$ cat src/rtl/spi_att_slave.sv
// SPI receiver that assembles N_PACKETS chip-select packets of N_BITS each
// into one word; malformed packets are flagged and drop the partial word.
module spi_att_slave #(
  parameter int N_BITS      = 8,
  parameter int N_PACKETS   = 1,
  parameter int SYNC_STAGES = 2,
  localparam int W = N_BITS * N_PACKETS
) (
  input  logic         clk,
  input  logic         reset,
  input  logic         spi_clk,
  input  logic         spi_ncs,
  input  logic         spi_mosi,
  output logic [W-1:0] data_out,
  output logic         data_valid,
  output logic         frame_err,
  output logic         busy,
  output logic [7:0]   pkt_idx
);

  localparam int CW = $clog2(N_BITS + 2);
  localparam int AW = $clog2(SYNC_STAGES + 2);

  typedef enum logic [1:0] {
    IDLE  = 2'd0,
    SHIFT = 2'd1,
    CHECK = 2'd2
  } state_t;

  state_t state, state_n;

  logic [SYNC_STAGES-1:0] clk_sr, ncs_sr, mosi_sr;
  logic          clk_s, ncs_s, mosi_s;
  logic          clk_q, ncs_q;
  logic [AW-1:0] arm_cnt;
  logic          armed, sclk_edge, fall, rise;
  logic [CW-1:0] cnt, cnt_inc;
  logic [N_BITS-1:0] pkt, pkt_sh;
  logic [W-1:0]  asm_q, asm_n;
  logic          ld_first, shift_en, check;
  logic          good, last;

  assign clk_s  = clk_sr[SYNC_STAGES-1];
  assign ncs_s  = ncs_sr[SYNC_STAGES-1];
  assign mosi_s = mosi_sr[SYNC_STAGES-1];

  // The synchronizers reset high, so ignore ncs until they have flushed
  // in real pin state; otherwise a held-low ncs looks like a new frame.
  assign armed = (arm_cnt == AW'(SYNC_STAGES + 1));

  assign sclk_edge = clk_s & ~clk_q & ~ncs_s;
  assign fall      = armed & ncs_q & ~ncs_s;
  assign rise      = ~ncs_q & ncs_s;
  assign busy      = ~ncs_s;

  assign pkt_sh  = N_BITS'({pkt, mosi_s});
  assign cnt_inc = (cnt == CW'(N_BITS + 1)) ? cnt : cnt + CW'(1);
  assign good    = (cnt == CW'(N_BITS));
  assign last    = (pkt_idx == 8'(N_PACKETS - 1));

  always_comb begin
    asm_n = asm_q;
    for (int p = 0; p < N_PACKETS; p++) begin
      if (pkt_idx == 8'(p)) asm_n[W-1-p*N_BITS -: N_BITS] = pkt;
    end
  end

  always_comb begin
    state_n  = state;
    ld_first = 1'b0;
    shift_en = 1'b0;
    check    = 1'b0;
    unique case (state)
      IDLE: begin
        if (fall) begin
          ld_first = 1'b1;
          state_n  = SHIFT;
        end
      end
      SHIFT: begin
        shift_en = sclk_edge;
        if (rise) state_n = CHECK;
      end
      CHECK: begin
        check   = 1'b1;
        state_n = IDLE;
      end
      default: state_n = IDLE;
    endcase
  end

  always_ff @(posedge clk) begin
    if (reset) begin
      clk_sr     <= '1;
      ncs_sr     <= '1;
      mosi_sr    <= '1;
      clk_q      <= 1'b1;
      ncs_q      <= 1'b1;
      arm_cnt    <= '0;
      state      <= IDLE;
      cnt        <= '0;
      pkt        <= '0;
      asm_q      <= '0;
      data_out   <= '0;
      pkt_idx    <= '0;
      data_valid <= 1'b0;
      frame_err  <= 1'b0;
    end else begin
      clk_sr     <= {clk_sr[SYNC_STAGES-2:0], spi_clk};
      ncs_sr     <= {ncs_sr[SYNC_STAGES-2:0], spi_ncs};
      mosi_sr    <= {mosi_sr[SYNC_STAGES-2:0], spi_mosi};
      clk_q      <= clk_s;
      ncs_q      <= ncs_s;
      state      <= state_n;
      data_valid <= 1'b0;
      frame_err  <= 1'b0;
      if (!armed) arm_cnt <= arm_cnt + AW'(1);
      if (ld_first) begin
        cnt <= sclk_edge ? CW'(1) : '0;
        if (sclk_edge) pkt <= pkt_sh;
      end
      if (shift_en) begin
        cnt <= cnt_inc;
        pkt <= pkt_sh;
      end
      if (check) begin
        if (good) begin
          asm_q <= asm_n;
          if (last) begin
            data_out   <= asm_n;
            data_valid <= 1'b1;
            pkt_idx    <= '0;
          end else begin
            pkt_idx <= pkt_idx + 8'd1;
          end
        end else begin
          frame_err <= 1'b1;
          pkt_idx   <= '0;
          asm_q     <= '0;
        end
      end
    end
  end

endmodule
$ cat config.mk
export PLATFORM = sky130hd
export DESIGN_NAME = spi_att_slave
export DESIGN_NICKNAME = d
export VERILOG_FILES = /design/src/rtl/spi_att_slave.sv
export SDC_FILE = /design/constraint.sdc
export NUM_CORES = 1
export LEC_CHECK = 0
export BUFFER_PORTS_ARGS = -buffer_cell sky130_fd_sc_hd__buf_4
export CORE_AREA = 5 5 65 67
export CTS_CLUSTER_SIZE = 30
export DETAILED_ROUTE_END_ITERATION = 10
export DIE_AREA = 0 0 70 72
export HOLD_SLACK_MARGIN = 0.05
export PLACE_DENSITY_LB_ADDON = 0.2
export SETUP_SLACK_MARGIN = 0.1
export SKIP_LAST_GASP = 1
export SLEW_MARGIN = 10
export SYNTH_ARGS = -nofsm -noshare
export SYNTH_HDL_FRONTEND = slang
export SYNTH_SLANG_ARGS = --single-unit
export TNS_END_PERCENT = 20
$ cat constraint.sdc
create_clock -name clk -period 1.95 [get_ports clk]
set_input_delay 0.0975 -clock clk [delete_from_list [all_inputs] [get_ports clk]]
set_output_delay 0.0975 -clock clk [all_outputs]
set_load 0.02 [all_outputs]
==> reports/summary.txt, run 1 <==
HP Start: reset
Hold Path Cell Cnt: 2
drt wl/cell: 12.5 um
routed vias: 1321
Reg2Reg Launch Point: arm_cnt[0]$_SDFFE_PP0P_
Slew HR: 63.3%
largest net degree at the start of global routing: 32
global-route wire length before repair: 5490 um
die height: 72 um
final worst path period share: 86.7%
clock root cell: clkbuf_4
CP max FO: 8
Post-Route Utilization: 58.7%
Tmin final: 1.69 ns
Die ar.: 5040 sq um
gpl congestion: 0.759
Overall Global Routing Usage: 13.4%
share of power burned in registers: 63.8%
Vias/cell: 5.24
flop2flop setup slack: 0.26 ns
Sw Ratio: 24.1%
width of the die: 70 um
Final nets: 214
Total Power: 1.38 mW
Cell Rows: 22
Post-Syn Area: 1730 sq um
Max-cap violations: 0
worst skew pair latency: 0.36 ns
Fin Clk Skew: 0.0141 ns
worst-case reg-to-reg path depth: 5
fraction of layout cells with a size suffix above 1: 27.5%
share of synthesized flip-flops with an asynchronous set or reset: 0%
most frequent cells in the layout: dfxtp_1 (42), buf_4 (31), nor2_1 (14), a22o_1 (10), mux2i_1 (10)
Max clock buf depth: 2
Initial Utilization: 48.4%
DRT iter0 DRCs: 66
Yosys warning count: 0
CP endpoint kind: register
Worst Max-Slew Pin Slew: 0.548 ns
vias in the first global route: 1231
I/O pin count: 24
diode count: 0
Port Buffer Count: 23
# DRC: 0
Yosys cell types: 41
RSZ-0062 raised after global routing: false
Synth Register Bits: 42
Final Hold Viols: 0
VDD IR max: 375 uV
dominant synthesized flop cell: dfxtp_1
P per Cell Area: 659 nW/um^2
CTS Buf Count: 5
Logic pwr share: 4.4%
ANT nets after route: 0
CP Data Required Time: 2.19 ns
gr ovfl total: 0
synthesized area per cell: 10.4 sq um
WHS Endpoint: pkt[2]$_SDFFE_PP0P_
sequential area share after synthesis: 48.6%
outcome: finished, final reports clean
htree depth: 2
Setup Viol. Count Final: 0
CP max stage delay: 0.46 ns
Arr. time, crit path: 1.93 ns
Layout area overhead: 21.3%
Static Leak: 0.919 nW
Setup Crit Path Kind: register to register
Worst Hold Class: input pin to register
CP Launch Type: register
worst-path cell chain: ha_1 > and3b_1 > o211ai_2 > mux2i_1 > nor2_1
number of synthesized flops with an enable pin: 0
Cells after Synth: 166
drt pass-1 iters: 4
CORE AREA: 3580 sq um
dpl hpwl: 2300 um
sw power: 0.333 mW
clock sink count: 42
clock slew at reported path FFs: 0.14 ns
f_max: 591 MHz
worst r2r dst: pkt[1]$_SDFFE_PP0P_
final setup TNS: 0 ns
Net Count, Synth: 177
clock network fraction of design power: 31.8%
CTS tree: built
commonest non-fill, non-tap cell in the layout: dfxtp_1
initial antenna violation count: 0
max-slew violations: 0
Post-Route WL: 3150 um
Int Pwr: 1.05 mW
Slowest-stage cell, CP: o211ai_2
[what timing repair did]
action,in CTS,in global routing
buffers inserted,0,5
endpoints found under the hold margin,3,0
endpoints found under the setup margin,0,10
hold buffers,3,0
resized for setup,0,1
[worst max path at each step]
stage | cells past startpoint | to | start | slack (ns)
floorplan | 6 | pkt_idx[3]$_SDFFE_PP0N_ | pkt_idx[0]$_SDFFE_PP0N_ | 0.27
global placement | 6 | data_out[6]$_SDFFE_PP0P_ | cnt[0]$_SDFFE_PP0P_ | 0.25
detailed placement | 6 | data_out[2]$_SDFFE_PP0P_ | cnt[0]$_SDFFE_PP0P_ | 0.13
CTS | 6 | data_out[4]$_SDFFE_PP0P_ | cnt[0]$_SDFFE_PP0P_ | 0.12
global route | 7 | pkt_idx[5]$_SDFFE_PP0N_ | cnt[0]$_SDFFE_PP0P_ | 0.11
finish | 5 | pkt[1]$_SDFFE_PP0P_ | arm_cnt[0]$_SDFFE_PP0P_ | 0.26
[sequential cells by signal (all words and copies together) (netlist names)]
signal and count:
ncs_sr 2, clk_q 1, state 2, data_out 8
arm_cnt 2, cnt 4, data_valid 1, frame_err 1
mosi_sr 2, pkt 8, pkt_idx 8, clk_sr 2
ncs_q 1
[worst max-delay path, delay by kind of cell (launching register included)]
kind | cells | cell delay, ns
AOI/OAI and AO/OA | 1 | 0.46
DFF | 1 | 0.35
adders and majority gates | 1 | 0.25
muxes | 1 | 0.24
and+or+nand+nor | 2 | 0.29
[logic make-up after synthesis]
logic type / count (synthesis) / synth area share [%]
buffers and inverters: 10 / 2.60
AND/OR/NAND/NOR: 60 / 22.0
AO/OA/AOI/OAI: 34 / 14.7
multiplexers: 10 / 5.78
flip-flops: 42 / 48.6
XOR/XNOR: 4 / 2.02
adder cells (fa/ha/maj): 6 / 4.34
[synthesized netlist by cell type (2+ instances only)]
library cell | n | area share [%]
nor3_1 | 5 | 1.4
or2_2 | 8 | 2.9
a22o_1 | 10 | 5.1
nor2b_1 | 2 | 0.72
a21oi_1 | 9 | 2.6
nand3b_1 | 2 | 0.87
ha_1 | 6 | 4.3
nor3b_1 | 2 | 0.87
clkbuf_1 | 3 | 0.65
nand3_1 | 4 | 1.2
nand2_1 | 5 | 1.1
o21ai_0 | 3 | 0.87
and3b_1 | 2 | 1.0
mux2i_1 | 10 | 5.8
dfxtp_1 | 42 | 49
nand2b_1 | 5 | 1.8
inv_1 | 6 | 1.3
and3_1 | 2 | 0.72
a31oi_1 | 3 | 1.1
nor2_1 | 14 | 3.0
xor2_1 | 3 | 1.5
[metrics by stage]
| stage | instance area (sq um) | instances | setup slack (ns) | hold WS, ns |
|---|---|---|---|---|
| global placement | 1960 | 236 | 0.253 | 0.283 |
| detailed placement | 1960 | 236 | 0.134 | 0.285 |
| floorplan | 1730 | 166 | 0.270 | 0.201 |
| finish | 2100 | 252 | 0.259 | 0.102 |
| global route | 2100 | 252 | 0.115 | 0.0972 |
| CTS | 2060 | 247 | 0.121 | 0.0913 |
[metal layers]
layer,part of all wire (%),vias up,track usage (%)
met2,49,22,23.6
li1,-,661,-
met3,4.4,6,4.16
met5,0,-,0
met1,45,632,15.1
met4,1.7,0,5.11
[power by group through the flow]
stage                     logic, mW  registers (mW)  clock network [mW]
final                        0.0604           0.883               0.441
after global placement       0.0534           0.901                   0
after global routing         0.0684           0.886               0.495
after CTS                    0.0615           0.884               0.461
after floorplan              0.0403           0.901                   0
after detailed placement     0.0565           0.903                   0
[cell type report]
type | count | area, sq um
inverter | 6 | 22.5
timing repair buffer | 34 | 263
clock buffer | 5 | 37.5
multi-input combinational | 114 | 852
sequential | 42 | 841
clock inverter | 3 | 25.0
fill | 328 | 1480
tap | 48 | 60.1
(Power assumes the default switching activity.)
==> inputs of run 2 (changes only) <==
- GPL_ROUTABILITY_DRIVEN: not set -> 0
- PLACE_DENSITY: not set -> 0.7
- PLACE_DENSITY_LB_ADDON: 0.2 -> not set
==> run 2 against run 1 <==
Net effect:
- worst setup slack worse by 0.044 ns
- fmax down 2.5%
- highest routed layer unchanged
- total power shrank 1.0%
- combinational power is 3% higher
- hold slack got worse by 0.0016 ns
- utilization is 0.28 points lower
- non-clock buffer count fell by 1
- critical endpoint is now pkt_idx[5]$_SDFFE_PP0N_
- wire length up 5.6%
- via count is 2.4% lower
- clock power is 4% lower
- final cell count decreased by 0.40%
- largest power group unchanged
==> reports/summary.txt, run 2 (same netlist as run 1, synthesis figures left out) <==
Arr. time, crit path: 2.03 ns (+0.10 ns)
f_max: 576 MHz (-2.5%)
Cell Rows: 22 (unchanged)
P per Cell Area: 656 nW/um^2 (-0.54%)
Hold Path Cell Cnt: 2 (unchanged)
RSZ-0062 raised after global routing: false
Setup Viol. Count Final: 0 (unchanged)
Slew HR: 64.0% (+0.64 points)
# DRC: 0 (unchanged)
diode count: 0 (unchanged)
Worst Hold Class: input pin to register
clock network fraction of design power: 31.0% (-0.8 points)
clock slew at reported path FFs: 0.13 ns (about the same)
Vias/cell: 5.14 (-2.0%)
sw power: 0.325 mW (-2.3%)
Fin Clk Skew: 0.0107 ns (-0.00339 ns)
placed inst area: 1960 sq um (unchanged)
Final Hold Viols: 0 (unchanged)
vias in the first global route: 1270 (+3.2%)
worst r2r dst: pkt_idx[5]$_SDFFE_PP0N_
Int Pwr: 1.05 mW (-0.61%)
Final Cell Area: 2090 sq um (-0.48%)
gr ovfl total: 0 (unchanged)
Max clock buf depth: 2 (unchanged)
most frequent cells in the layout: dfxtp_1 (41), buf_4 (30), nor2_1 (14), a22o_1 (10), mux2i_1 (10)
initial antenna violation count: 0 (unchanged)
die height: 72 um (unchanged)
Overall Global Routing Usage: 14.2% (+0.79 points)
CP Data Required Time: 2.24 ns (+0.05 ns)
clock root cell: clkbuf_4
Final nets: 213 (-0.47%)
Max-cap violations: 0 (unchanged)
I/O pin count: 24 (unchanged)
final setup TNS: 0 ns (unchanged)
VDD IR max: 627 uV (+67%)
WHS Endpoint: pkt[1]$_SDFFE_PP0P_
largest net degree at the start of global routing: 32 (unchanged)
CTS tree: built
CP max FO: 5 (-3)
max-slew violations: 0 (unchanged)
worst skew pair latency: 0.36 ns (about the same)
CP endpoint kind: register
share of power burned in registers: 64.4% (+0.6 points)
Logic pwr share: 4.5% (about the same)
ANT nets after route: 0 (unchanged)
htree depth: 2 (unchanged)
biggest regs: data_out x8, pkt x8, pkt_idx x8
Setup Crit Path Kind: register to register
dpl hpwl: 2490 um (+8.6%)
Worst Max-Slew Pin Slew: 0.539 ns (-0.00962 ns)
layout filler cell count: 329 (+0.30%)
Port Buffer Count: 23 (unchanged)
outcome: finished, final reports clean
CP Launch Type: register
commonest non-fill, non-tap cell in the layout: dfxtp_1
drt pass-1 iters: 4 (unchanged)
final worst path period share: 89.0% (+2.3 points)
clock sink count: 42 (unchanged)
Tmin final: 1.74 ns (+0.0440 ns)
Layout area overhead: 20.7%
drt wl/cell: 13.3 um (+6.0%)
Reg2Reg Launch Point: cnt[1]$_SDFFE_PP0P_
routed vias: 1289 (-2.4%)
worst-case reg-to-reg path depth: 8 (+3)
Sw Ratio: 23.7% (-0.31 points)
width of the die: 70 um (unchanged)
Static Leak: 0.914 nW (-0.60%)
CORE AREA: 3580 sq um (unchanged)
CTS Buf Count: 5 (unchanged)
flop2flop setup slack: 0.21 ns (-0.04 ns)
DRT iter0 DRCs: 37 (-44%)
Post-Route WL: 3330 um (+5.6%)
fraction of layout cells with a size suffix above 1: 27.6% (+0.14 points)
Die ar.: 5040 sq um (unchanged)
HP Start: reset
Initial Utilization: 48.4% (unchanged)
global-route wire length before repair: 5640 um (+2.8%)
==> run 2: stage by stage <==
stage	hold slack [ns]	util, %	cells	setup slack (ns)	power [mW]
after global routing	0.0885	58.4	251	0.0706	1.44
after detailed placement	0.287	54.9	236	0.134	0.961
after floorplan	0.201	-	166	0.270	0.941
final	0.101	58.4	251	0.215	1.37
after CTS	0.0933	57.4	247	0.109	1.39
after global placement	0.284	54.9	236	0.268	0.955
==> run 2: timing repair <==
item,in CTS,in global routing
hold endpoints to repair,3,0
setup endpoints to repair,0,10
buffers inserted,0,4
resized for setup,0,2
hold buffers,3,0
==> run 2: worst max path at each step <==
stage / slack, ns / from / cells after the start / to
2_1_floorplan: 0.27 / pkt_idx[0]$_SDFFE_PP0N_ / 6 / pkt_idx[3]$_SDFFE_PP0N_
3_3_place_gp: 0.27 / cnt[0]$_SDFFE_PP0P_ / 6 / data_out[1]$_SDFFE_PP0P_
3_5_place_dp: 0.13 / cnt[0]$_SDFFE_PP0P_ / 6 / data_out[2]$_SDFFE_PP0P_
4_1_cts: 0.11 / cnt[0]$_SDFFE_PP0P_ / 6 / data_out[2]$_SDFFE_PP0P_
5_1_grt: 0.07 / cnt[1]$_SDFFE_PP0P_ / 8 / pkt_idx[5]$_SDFFE_PP0N_
6_report: 0.21 / cnt[1]$_SDFFE_PP0P_ / 8 / pkt_idx[5]$_SDFFE_PP0N_
==> run 2: area by class of cell <==
type                       count  area (sq um)  area share (%)
multi-input combinational    114           852            40.8
inverter                       6          22.5            1.08
sequential                    42           842            40.3
clock inverter                 3          21.3            1.02
timing repair buffer          33           255            12.2
clock buffer                   5          37.5            1.80
tap                           48          60.1            2.87
==> run 2: power by group through the flow <==
stage          logic [mW]  clock network, mW  registers, mW
3_5_place_dp       0.0584                  0          0.903
5_1_grt            0.0693              0.485          0.887
3_3_place_gp       0.0530                  0          0.902
2_1_floorplan      0.0403                  0          0.901
6_report           0.0621              0.425          0.883
4_1_cts            0.0637              0.440          0.884
==> run 2: worst max-delay path, stage by stage, from the launching register on <==
cell,delay [ns]
dfxtp_1,0.34
inv_1,0.10
ha_1,0.16
nand3b_1,0.18
buf_4,0.21
a211oi_4,0.27
buf_4,0.19
o21ai_1,0.06
a31oi_1,0.17
==> run 2: per-layer routing <==
metal	routed length [um]	GRT usage (%)
met1	1320	14.7
met2	1800	26.0
met3	158	5.26
met4	50	5.32
met5	0	0
